===== src/rtl/peak_pkg.sv =====
// peak_pkg
//   Shared types and parameter defaults for the peak/trough counter.
//   state_t : detector FSM state encoding (SEEK, RISING, FALLING)
//   *_DEF   : default values for the top-level parameters
package peak_pkg;

  typedef enum logic [1:0] {
    SEEK    = 2'd0,
    RISING  = 2'd1,
    FALLING = 2'd2
  } state_t;

  localparam int W_DEF       = 10;
  localparam int CNT_W_DEF   = 10;
  localparam int IVL_W_DEF   = 16;
  localparam int MIN_GAP_DEF = 16;

endpackage


===== src/rtl/sat_counter.sv =====
// sat_counter
//   Saturating up-counter with synchronous clear.
//   clk   : clock
//   reset : synchronous active-high reset, q -> 0
//   clr   : synchronous clear; if inc is also high, q -> 1 (this cycle's
//           count is kept, which is how the gap counter reloads to 1)
//   inc   : increment by one, holding at all-ones
//   q     : count value
module sat_counter #(
  parameter int WIDTH = 8
) (
  input  logic             clk,
  input  logic             reset,
  input  logic             clr,
  input  logic             inc,
  output logic [WIDTH-1:0] q
);

  always_ff @(posedge clk) begin
    if (reset) begin
      q <= '0;
    end else if (clr) begin
      q <= inc ? WIDTH'(1) : '0;
    end else if (inc && !(&q)) begin
      q <= q + WIDTH'(1);
    end
  end

endmodule


===== src/rtl/peak_trough_counter.sv =====
// peak_trough_counter
//   Hysteresis peak/trough detector with saturating event counters and an
//   inter-peak interval measurement.
//   clk, reset     : clock, synchronous active-high reset
//   sample_valid   : qualifies sample; nothing advances when low
//   sample, hyst   : unsigned sample and hysteresis threshold
//   clear          : zeroes counters and interval/value outputs
//   peak_pulse     : one-cycle strobe per counted peak
//   trough_pulse   : one-cycle strobe per counted trough
//   num_peaks      : saturating peak count
//   num_troughs    : saturating trough count
//   peak_value     : extreme value of the last counted peak
//   last_interval  : valid samples between the last two counted peaks
//   interval_valid : two peaks counted since reset/clear
//
//   state   | meaning
//   --------+-------------------------------------------------------------
//   SEEK    | no direction yet; max_v/min_v bracket the samples seen
//   RISING  | climbing; max_v holds the running maximum
//   FALLING | descending; min_v holds the running minimum
module peak_trough_counter
  import peak_pkg::*;
#(
  parameter int W       = W_DEF,
  parameter int CNT_W   = CNT_W_DEF,
  parameter int IVL_W   = IVL_W_DEF,
  parameter int MIN_GAP = MIN_GAP_DEF
) (
  input  logic             clk,
  input  logic             reset,
  input  logic             sample_valid,
  input  logic [W-1:0]     sample,
  input  logic [W-1:0]     hyst,
  input  logic             clear,
  output logic             peak_pulse,
  output logic             trough_pulse,
  output logic [CNT_W-1:0] num_peaks,
  output logic [CNT_W-1:0] num_troughs,
  output logic [W-1:0]     peak_value,
  output logic [IVL_W-1:0] last_interval,
  output logic             interval_valid
);

  state_t         state;
  logic [W-1:0]   max_v;
  logic [W-1:0]   min_v;
  logic           have_first;
  logic           prior_peak;
  logic [IVL_W-1:0] gap_q;

  logic [W-1:0]   thr;
  logic [W:0]     rise_d;
  logic [W:0]     fall_d;
  logic           rise_ok;
  logic           fall_ok;
  logic           peak_det;
  logic           peak_cnt;
  logic           trough_det;

  // A zero threshold is treated as one so that a repeated sample is never
  // mistaken for a reversal; any real step still counts.
  assign thr = (hyst == '0) ? W'(1) : hyst;

  // Differences carry a borrow bit: a set MSB means the step went the
  // other way and can never satisfy the threshold.
  assign rise_d  = {1'b0, sample} - {1'b0, min_v};
  assign fall_d  = {1'b0, max_v} - {1'b0, sample};
  assign rise_ok = !rise_d[W] && (rise_d[W-1:0] >= thr);
  assign fall_ok = !fall_d[W] && (fall_d[W-1:0] >= thr);

  assign peak_det   = sample_valid && (state == RISING) && fall_ok;
  assign trough_det = sample_valid && (state == FALLING) && rise_ok;
  // The first peak after reset/clear has no reference, so it is always taken.
  assign peak_cnt   = peak_det && (!prior_peak || (gap_q >= IVL_W'(MIN_GAP)));

  sat_counter #(.WIDTH(IVL_W)) u_gap (
    .clk   (clk),
    .reset (reset),
    .clr   (peak_cnt),
    .inc   (sample_valid),
    .q     (gap_q)
  );

  sat_counter #(.WIDTH(CNT_W)) u_peaks (
    .clk   (clk),
    .reset (reset),
    .clr   (clear),
    .inc   (peak_cnt && !clear),
    .q     (num_peaks)
  );

  sat_counter #(.WIDTH(CNT_W)) u_troughs (
    .clk   (clk),
    .reset (reset),
    .clr   (clear),
    .inc   (trough_det && !clear),
    .q     (num_troughs)
  );

  always_ff @(posedge clk) begin
    if (reset) begin
      state          <= SEEK;
      max_v          <= '0;
      min_v          <= '0;
      have_first     <= 1'b0;
      prior_peak     <= 1'b0;
      peak_pulse     <= 1'b0;
      trough_pulse   <= 1'b0;
      peak_value     <= '0;
      last_interval  <= '0;
      interval_valid <= 1'b0;
    end else begin
      peak_pulse   <= peak_cnt;
      trough_pulse <= trough_det;

      if (sample_valid) begin
        case (state)
          SEEK: begin
            if (!have_first) begin
              max_v      <= sample;
              min_v      <= sample;
              have_first <= 1'b1;
            end else if (rise_ok) begin
              state <= RISING;
              max_v <= sample;
            end else if (fall_ok) begin
              state <= FALLING;
              min_v <= sample;
            end else begin
              if (sample > max_v) max_v <= sample;
              if (sample < min_v) min_v <= sample;
            end
          end
          RISING: begin
            if (fall_ok) begin
              state <= FALLING;
              min_v <= sample;
            end else if (sample > max_v) begin
              max_v <= sample;
            end
          end
          FALLING: begin
            if (rise_ok) begin
              state <= RISING;
              max_v <= sample;
            end else if (sample < min_v) begin
              min_v <= sample;
            end
          end
          default: state <= SEEK;
        endcase
      end

      if (clear) begin
        peak_value     <= '0;
        last_interval  <= '0;
        interval_valid <= 1'b0;
        prior_peak     <= 1'b0;
      end else if (peak_cnt) begin
        peak_value    <= max_v;
        last_interval <= gap_q;
        prior_peak    <= 1'b1;
        if (prior_peak) interval_valid <= 1'b1;
      end
    end
  end

endmodule


===== config.mk =====
export PLATFORM = sky130hd
export DESIGN_NAME = peak_trough_counter
export DESIGN_NICKNAME = d
export VERILOG_FILES = /design/src/rtl/peak_pkg.sv /design/src/rtl/sat_counter.sv /design/src/rtl/peak_trough_counter.sv
export SDC_FILE = /design/constraint.sdc
export NUM_CORES = 1
export LEC_CHECK = 0
export BUFFER_PORTS_ARGS = -buffer_cell sky130_fd_sc_hd__buf_4
export CAP_MARGIN = 5
export CELL_PAD_IN_SITES_DETAIL_PLACEMENT = 1
export CELL_PAD_IN_SITES_GLOBAL_PLACEMENT = 1
export CORE_AREA = 2 2 115 117
export CTS_CLUSTER_SIZE = 14
export DETAILED_ROUTE_END_ITERATION = 16
export DIE_AREA = 0 0 117 119
export GPL_TIMING_DRIVEN = 0
export PLACE_DENSITY_LB_ADDON = 0.1
export SETUP_SLACK_MARGIN = 0.05
export SLEW_MARGIN = 0
export SYNTH_ARGS = -nofsm -noshare
export SYNTH_HDL_FRONTEND = slang
export SYNTH_SLANG_ARGS = --single-unit

===== constraint.sdc =====
create_clock -name clk -period 5.1 [get_ports clk]
set_input_delay 0.51 -clock clk [delete_from_list [all_inputs] [get_ports clk]]
set_output_delay 0.51 -clock clk [all_outputs]
set_load 0.05 [all_outputs]

==> results of run 1 <==
==> cells in the mapped netlist, drive strengths merged (6+ instances only) <==
cell type  count
nor2          60
a21o           9
nand2         85
inv           50
and3          10
dfxtp         89
ha            48
a31oi          9
a32o           8
xor2          16
o21ai         12
nor3           9
clkbuf        14
nand4         14
a21oi         64
xnor2         17
buf           11
a22o           8
nand2b         6
o31ai          6
nand3         15
or4            7
o21a           6
nor4           9
==> state kept, by name, summed over array words and instances (netlist names) <==
register / flops
max_v: 10
min_v: 10
last_interval: 16
interval_valid: 1
peak_value: 10
u_troughs.q: 10
u_peaks.q: 10
have_first: 1
peak_pulse: 1
state: 2
trough_pulse: 1
u_gap.q: 16
prior_peak: 1
==> per-stage QoR <==
stage	setup slack, ns	power, mW	cell area [um^2]	hold WS [ns]
2_1_floorplan	1.25	1.40	5510	0.445
3_3_place_gp	0.645	1.56	6250	0.445
3_5_place_dp	0.559	1.59	6250	0.450
4_1_cts	0.763	2.25	6530	0.397
5_1_grt	0.384	2.38	6530	0.411
6_report	0.771	2.23	6530	0.401
==> layout make-up <==
cell class              count  share of cell area [%]
repair buffers             70                    8.05
multi-input cells         492                    52.2
well taps                 176                    3.37
clock buffers              10                    3.66
inverters                  50                    2.87
plain buffers              25                    2.01
clock inverters             5                   0.594
flip-flops and latches     89                    27.3
==> layer usage <==
layer  share of wire [%]  track usage [%]
met2                  51             41.1
met5                   0                0
met4                 1.2             6.69
met3                 4.0             4.27
met1                  44             30.0
==> kinds of logic after synthesis <==
| kind of cell | Yosys count | synth area share [%] |
|---|---|---|
| muxes | 5 | 0.909 |
| buffers and inverters | 75 | 5.79 |
| DFF | 89 | 32.3 |
| and+or+nand+nor | 233 | 21.0 |
| xor gates and xnor gates | 33 | 5.25 |
| adders and majority gates | 50 | 11.6 |
| AOI/OAI and AO/OA | 171 | 23.1 |
==> worst max path at each step <==
stage | from | to | slack (ns) | cells past startpoint
6_report | max_v[0] | last_interval[2] | 0.77 | 19
5_1_grt | max_v[0] | last_interval[2] | 0.38 | 19
4_1_cts | max_v[0] | last_interval[2] | 0.76 | 19
3_5_place_dp | sample[4] | last_interval[2] | 0.56 | 18
3_3_place_gp | sample[0] | max_v[0] | 0.65 | 18
2_1_floorplan | sample[0] | max_v[8] | 1.25 | 18
==> power by group <==
group          total (mW)  internal [mW]  switching [mW]
clock network       0.644          0.345           0.299
logic               0.816          0.334           0.482
registers           0.766          0.736          0.0305
==> critical path, stage by stage (launching register included) <==
cell and delay, ns:
dfxtp_1 0.34, inv_1 0.06, ha_1 0.14, inv_1 0.05
fa_1 0.40, a21oi_1 0.24, o21bai_2 0.12, a21oi_1 0.24
o21bai_1 0.09, a21oi_1 0.18, xnor2_1 0.10, ha_1 0.31
nand4_1 0.15, o31ai_2 0.41, o2bb2ai_4 0.19, buf_6 0.20
nor2_2 0.32, clkbuf_1 0.42, nand2_1 0.13, a21oi_1 0.17
==> flow_summary.yaml, run 1 <==
floorplan:
  die-area_um2: 13900
  ioPinCount: 73
  die_x_um: 117
  coreArea_um2: 12900
  start_util_pct: 42.8
  rows: 42
  die_h_um: 119
global_route:
  antenna_found_initial: 0
  track_usage_pct: 23.8
  grt_pass1_wl_um: 25800
  overflow: 0
  grt_max_degree: 16
  grt_pass1_vias: 5198
final_layout:
  nets: 811
  drive_gt1_share_pct: 17.0
  syn_to_final_growth_pct: 18.6
  final_cell_mix: "dfxtp_1 (89), nand2_1 (85), buf_4 (72)"
  final_common_cell: "dfxtp_1"
  fillers: 1581
  final_util_pct: 50.7
  instances_no_fill: 917
  antennaDiodeCount: 0
  multi_input_area_um2: 3410
  seq_area_um2: 1780
min_path:
  hold_class: "in2reg"
  holdPathStages: 2
  holdPathEnd: "min_v[0]"
  hold_start: "sample[0]"
worst_setup_path:
  r2r_cells: 19
  r2r_start: "max_v[0]"
  crit_path_start_kind: "flop"
  cp_max_fo: 10
  critPathRequiredTime_ns: 5.38
  r2r_slack_ns: 0.77
  crit_arrival_ns: 4.61
  critPathKind: "reg2reg"
  timing.rr.end: "last_interval[2]"
  critPathCaptureType: "flop"
sta:
  rsz0062_at_grt: "no"
  min_period_ns: 4.33
  worst_clock_skew_ns: 0.00603
  fin_tns_setup_ns: 0
  fmax_ghz: 0.231
  period_share_pct: 84.9
  hold_violations: 0
  finalSetupViolCount: 0
  worst_pin_slew_ns: 0.640
  slew_headroom_pct: 57.1
  maxSlewViolCount: 0
yosys:
  synth-seq-area-share_pct: 32.3
  ys_warn_count: 0
  synth-seq-cells: 89
  async_reset_ff_share_pct: 0
  avgSynthCellArea_um2: 8.40
  syn_inst: 656
  yosysUniqueCellTypes: 78
  netlist_top_cells_area: "dfxtp_1 (32%), ha_1 (11%), nand2_1 (5.8%)"
  yosysTopAreaCellShare_pct: 32.3
  synth_largest_area_cell: "dfxtp_1"
  yosys_most_used_dff: "dfxtp_1"
  synth_area_um2: 5510
  synth_edf_count: 0
  syn_nets: 730
routing:
  drt-initial-drc-count: 289
  dr.pass1.iters: 5
  vias: 5170
  wl_um: 15800
  avgViaCountPerCell: 5.64
  drtAntennaViolNets: 0
  drc_errors: 0
  route.detailed.wl_per_inst_um: 17.2
placed_design:
  dp.cells: 902
  dp_hpwl_um: 12200
  io_buffers: 70
  gp_congestion: 0.857
power:
  p_per_area_nw_per_um2: 341
  leakage_nw: 2.70
  ir_drop_uv: 175
clocking:
  cts.sinks: 89
  cts_setup_buffers: 0
  cts_root_buf: "clkbuf_16"
  clk_latency_ns: 0.36
  cts.path.max_buffers: 2
  clk_transition_reported_paths_ns: 0.07
  cts_tree: "done"
  cts_max_level: 3
  post_cts_resized: 0
  cts_hold_buf: 0
  cts_buffers: 9
job:
  max_cap_viol_count: 0
outcome:
  status: "finished, final reports clean"
Power figures use the tool's default switching activity.
==> inputs of run 2 (changes only) <==
==> constraint.sdc (replaced) <==
create_clock -name clk -period 4.1 [get_ports clk]
set_input_delay 0.41 -clock clk [delete_from_list [all_inputs] [get_ports clk]]
set_output_delay 0.41 -clock clk [all_outputs]
set_load 0.05 [all_outputs]
==> flow_summary.yaml, run 2 (synthesized netlist as in run 1, its figures left out) <==
worst_setup_path:
  critPathKind: "reg2reg"
  r2r_slack_ns: 0.15
  crit_path_start_kind: "flop"
  crit_arrival_ns: 4.21
  cp_max_fo: 6
  critPathRequiredTime_ns: 4.35
  critPathCaptureType: "flop"
power:
  p_per_area_nw_per_um2: 430
  ir_drop_uv: 281
  leakage_nw: 2.85
  p_total_mw: 2.97
clocking:
  cts.path.max_buffers: 2
  clk_transition_reported_paths_ns: 0.07
  cts_max_level: 3
  cts_hold_buf: 0
  cts_buffers: 9
  cts.sinks: 89
  clk_latency_ns: 0.36
  cts_tree: "done"
  cts_root_buf: "clkbuf_16"
routing:
  drt-initial-drc-count: 233
  route.detailed.wl_per_inst_um: 17.8
  drc_errors: 0
  wl_um: 16800
  vias: 5284
  avgViaCountPerCell: 5.60
  dr.pass1.iters: 4
  drtAntennaViolNets: 0
global_route:
  grt_pass1_vias: 5210
  overflow: 0
  track_usage_pct: 23.9
  grt_max_degree: 16
  antenna_found_initial: 0
  grt_pass1_wl_um: 26000
sta:
  fin_hold_ws_ns: 0.303
  slew_headroom_pct: 50.6
  worst_pin_slew_ns: 0.742
  finalWorstSetupSlack_ns: 0.148
  fmax_ghz: 0.253
  worst_clock_skew_ns: 0.00634
  maxSlewViolCount: 0
  period_share_pct: 96.4
  hold_violations: 0
  rsz0062_at_grt: "yes"
  min_period_ns: 3.95
  finalSetupViolCount: 0
outcome:
  status: "finished, final reports clean"
floorplan:
  rows: 42
  start_util_pct: 42.8
  die_x_um: 117
  die_h_um: 119
  coreArea_um2: 12900
  ioPinCount: 73
  die-area_um2: 13900
final_layout:
  fillers: 1554
  final_common_cell: "buf_4"
  syn_to_final_growth_pct: 25.5
  instances_no_fill: 944
  multi_input_area_um2: 3540
  final_util_pct: 53.7
  antennaDiodeCount: 0
  drive_gt1_share_pct: 23.0
  biggestRegsByFlops: "last_interval x16, u_gap.q x16"
  nets: 838
  seq_area_um2: 1790
  final_cell_mix: "buf_4 (93), dfxtp_1 (86), nand2_1 (85)"
job:
  max_cap_viol_count: 0
placed_design:
  gp_congestion: 0.857
  preCtsSetupSlack_ns: -0.341
  dp.cells: 902
  dp_hpwl_um: 12200
  io_buffers: 70
min_path:
  hold_class: "in2reg"
-- run 2: changes by cell type in the layout (fill, tap and decap cells not counted), moves of 3 or more --
cell / previous run / this run
dfxtp_1: 89 / 86
dfxtp_2: 0 / 3
a211oi_1: 5 / 2
buf_4: 72 / 93
a211oi_2: 0 / 3
a21oi_1: 63 / 59
a21oi_2: 1 / 4
-- run 2: layer usage --
layer | GRT usage (%) | part of all wire (%)
met5 | 0 | 0
met4 | 6.54 | 1.2
met3 | 4.27 | 3.4
met1 | 30.1 | 44
met2 | 41.7 | 52
-- run 2: repair_timing --
action,in CTS,in global routing
gates resized for setup,9,31
setup endpoints to repair,51,76
cloned,0,2
buffers inserted,4,21
pin swaps,6,28
-- run 2: area by class of cell --
type	instances	share of cell area (%)
flip-flops and latches	89	25.8
well taps	176	3.18
repair buffers	96	10.8
inverters	50	2.71
clock buffers	10	3.46
plain buffers	25	2.19
clock inverters	5	0.561
multi-input cells	493	51.3
-- run 2: through the flow --
step	TNS, ns	cell area [um^2]
2_1_floorplan	0	5510
3_3_place_gp	-6.52	6250
3_5_place_dp	-10.61	6250
4_1_cts	0	6610
5_1_grt	-0.690	6910
6_report	0	6910
-- run 2: final timing paths --
kind | endpoint | depth (start not counted) | from
hold / removal | min_v[0] | 2 | sample[0]
hold reg to reg | last_interval[13] | 2 | last_interval[13]
setup / recovery | max_v[8] | 16 | max_v[4]
setup reg to reg | max_v[8] | 16 | max_v[4]
-- run 2: power breakdown --
| part | internal, mW | leakage, nW | switching, mW | total (mW) |
|---|---|---|---|---|
| Combinational | 0.530 | 2.00 | 0.682 | 1.21 |
| Clock | 0.428 | 0.135 | 0.375 | 0.803 |
| Sequential | 0.916 | 0.722 | 0.0389 | 0.955 |
| Total | 1.87 | 2.85 | 1.10 | 2.97 |
-- run 2: critical path: stages, from the launching register on --
cell	delay [ns]
dfxtp_1	0.33
ha_1	0.32
nand2_1	0.18
a211oi_2	0.08
nor4_2	0.31
nor2_1	0.13
a21o_1	0.20
a21oi_1	0.17
xnor2_1	0.09
ha_1	0.30
nand4_1	0.19
o31ai_4	0.30
buf_4	0.17
a2bb2oi_2	0.31
nor3_1	0.11
or4_1	0.49
o211a_1	0.14
==> inputs of run 3 (changes only) <==
--- a/config.mk
+++ b/config.mk
@@ -14,7 +14,7 @@
 export DETAILED_ROUTE_END_ITERATION = 16
 export DIE_AREA = 0 0 117 119
 export GPL_TIMING_DRIVEN = 0
-export PLACE_DENSITY_LB_ADDON = 0.1
+export PLACE_DENSITY_LB_ADDON = 0.3
 export SETUP_SLACK_MARGIN = 0.05
 export SLEW_MARGIN = 0
 export SYNTH_ARGS = -nofsm -noshare
==> flow_summary.yaml, run 3 (synthesized netlist as in run 1, its figures left out) <==
global_route:
  grt_max_degree: 15
  grt_pass1_vias: 5392
  track_usage_pct: 24.0
  antenna_found_initial: 0
  grt_pass1_wl_um: 26400
  overflow: 0
clocking:
  cts.sinks: 89
  cts_max_level: 3
  cts_buffers: 9
  cts.path.max_buffers: 2
  cts_hold_buf: 0
  clk_latency_ns: 0.36
  clk_transition_reported_paths_ns: 0.06
  cts_tree: "done"
  cts_root_buf: "clkbuf_16"
worst_setup_path:
  critPathCaptureType: "flop"
  cp_max_fo: 8
  critPathMostFrequentCell: "a21oi_2"
  crit_family: "compound AO/OA/AOI/OAI gates"
  crit_path_cell_trace: "inv_1 > ha_2 > inv_1 > fa_2 > a21oi_2 > o21bai_2 > a21oi_2 > o21bai_2 > a21oi_2 > xnor2_1 > ha_1 > o21a_1 > a21oi_2 > o31ai_4 > o2bb2ai_4 > buf_8 > a211oi_1 > a311o_2 > a22o_1"
  critPathRequiredTime_ns: 4.34
  crit_buf_inv: 3
  critPathKind: "reg2reg"
  max_stage_delay_ns: 0.42
  slowest_stage: "a311o_2"
  crit_path_start_kind: "flop"
  crit_arrival_ns: 4.16
final_layout:
  final_util_pct: 53.2
  syn_to_final_growth_pct: 24.4
  nets: 831
  biggestRegsByFlops: "last_interval x16, u_gap.q x16"
  seq_area_um2: 1780
  drive_gt1_share_pct: 21.8
  final_cell_mix: "buf_4 (88), dfxtp_1 (88), nand2_1 (85)"
  antennaDiodeCount: 0
  fillers: 1549
  multi_input_area_um2: 3550
routing:
  dr.pass1.iters: 6
  drt-initial-drc-count: 300
  avgViaCountPerCell: 5.72
  drtAntennaViolNets: 0
  wl_um: 16900
  vias: 5358
  route.detailed.wl_per_inst_um: 18.1
  drc_errors: 0
placed_design:
  gp_congestion: 0.880
  dp_hpwl_um: 12300
  io_buffers: 70
sta:
  fmax_ghz: 0.255
  min_period_ns: 3.92
  worst_clock_skew_ns: 0.00766
  period_share_pct: 95.6
  hold_violations: 0
  worst_pin_slew_ns: 0.720
  fin_hold_ws_ns: 0.301
  finalSetupViolCount: 0
  rsz0062_at_grt: "yes"
  maxSlewViolCount: 0
  fin_tns_setup_ns: 0
  slew_headroom_pct: 52.0
power:
  leakage_nw: 2.84
  ir_drop_uv: 224
  p_per_area_nw_per_um2: 439
  p_total_mw: 3.01
job:
  max_cap_viol_count: 0
floorplan:
  die_x_um: 117
  ioPinCount: 73
  die_h_um: 119
  rows: 42
  die-area_um2: 13900
  coreArea_um2: 12900
  start_util_pct: 42.8
outcome:
  status: "finished, final reports clean"
min_path:
  hold_class: "in2reg"
run 3: cell types whose count changed in the layout (fill, tap and decap cells not counted), sizes merged:
cell      before  now
clkinv         2    3
bufinv         0    1
clkbuf        25   22
clkinvlp       1    0
buf          106  101
inv           52   51
run 3: timing repair:
item	4_1_cts	5_1_grt
buffers inserted	7	11
cloned	0	2
setup endpoints to repair	63	73
pin swaps	7	18
resized for setup	12	23
run 3: area by class of cell:
type / instances / area share [%]
plain buffers: 25 / 2.14
clock buffers: 9 / 3.29
clock inverters: 5 / 0.840
inverters: 50 / 2.74
multi-input cells: 493 / 51.9
flip-flops and latches: 89 / 26.0
well taps: 176 / 3.21
repair buffers: 89 / 9.90
run 3: report_power, final:
part           internal [mW]  switching (mW)
logic                  0.516           0.707
clock network          0.467           0.361
registers              0.915          0.0402
total                   1.90            1.11
run 3: routing by layer:
metal,GRT usage (%),part of all wire (%)
met1,30.6,44
met2,41.3,50
met3,3.05,3.9
met4,8.46,2.1
met5,0,0
run 3: final timing paths:
| kind | depth (start not counted) | start | to | slack [ns] |
|---|---|---|---|---|
| max | 19 | max_v[0] | max_v[4] | 0.18 |
| max reg2reg | 19 | max_v[0] | max_v[4] | 0.18 |
| min | 2 | sample[0] | max_v[0] | 0.30 |
| min reg2reg | 2 | last_interval[2] | last_interval[2] | 0.46 |
run 3: metrics by stage:
step / cells / worst slack [ns] / area (um^2)
2_1_floorplan: 656 / 0.351 / 5510
3_5_place_dp: 902 / -0.446 / 6250
4_1_cts: 923 / 0.0682 / 6650
6_report: 936 / 0.180 / 6850
5_1_grt: 936 / -0.0151 / 6850
3_3_place_gp: 902 / -0.194 / 6250
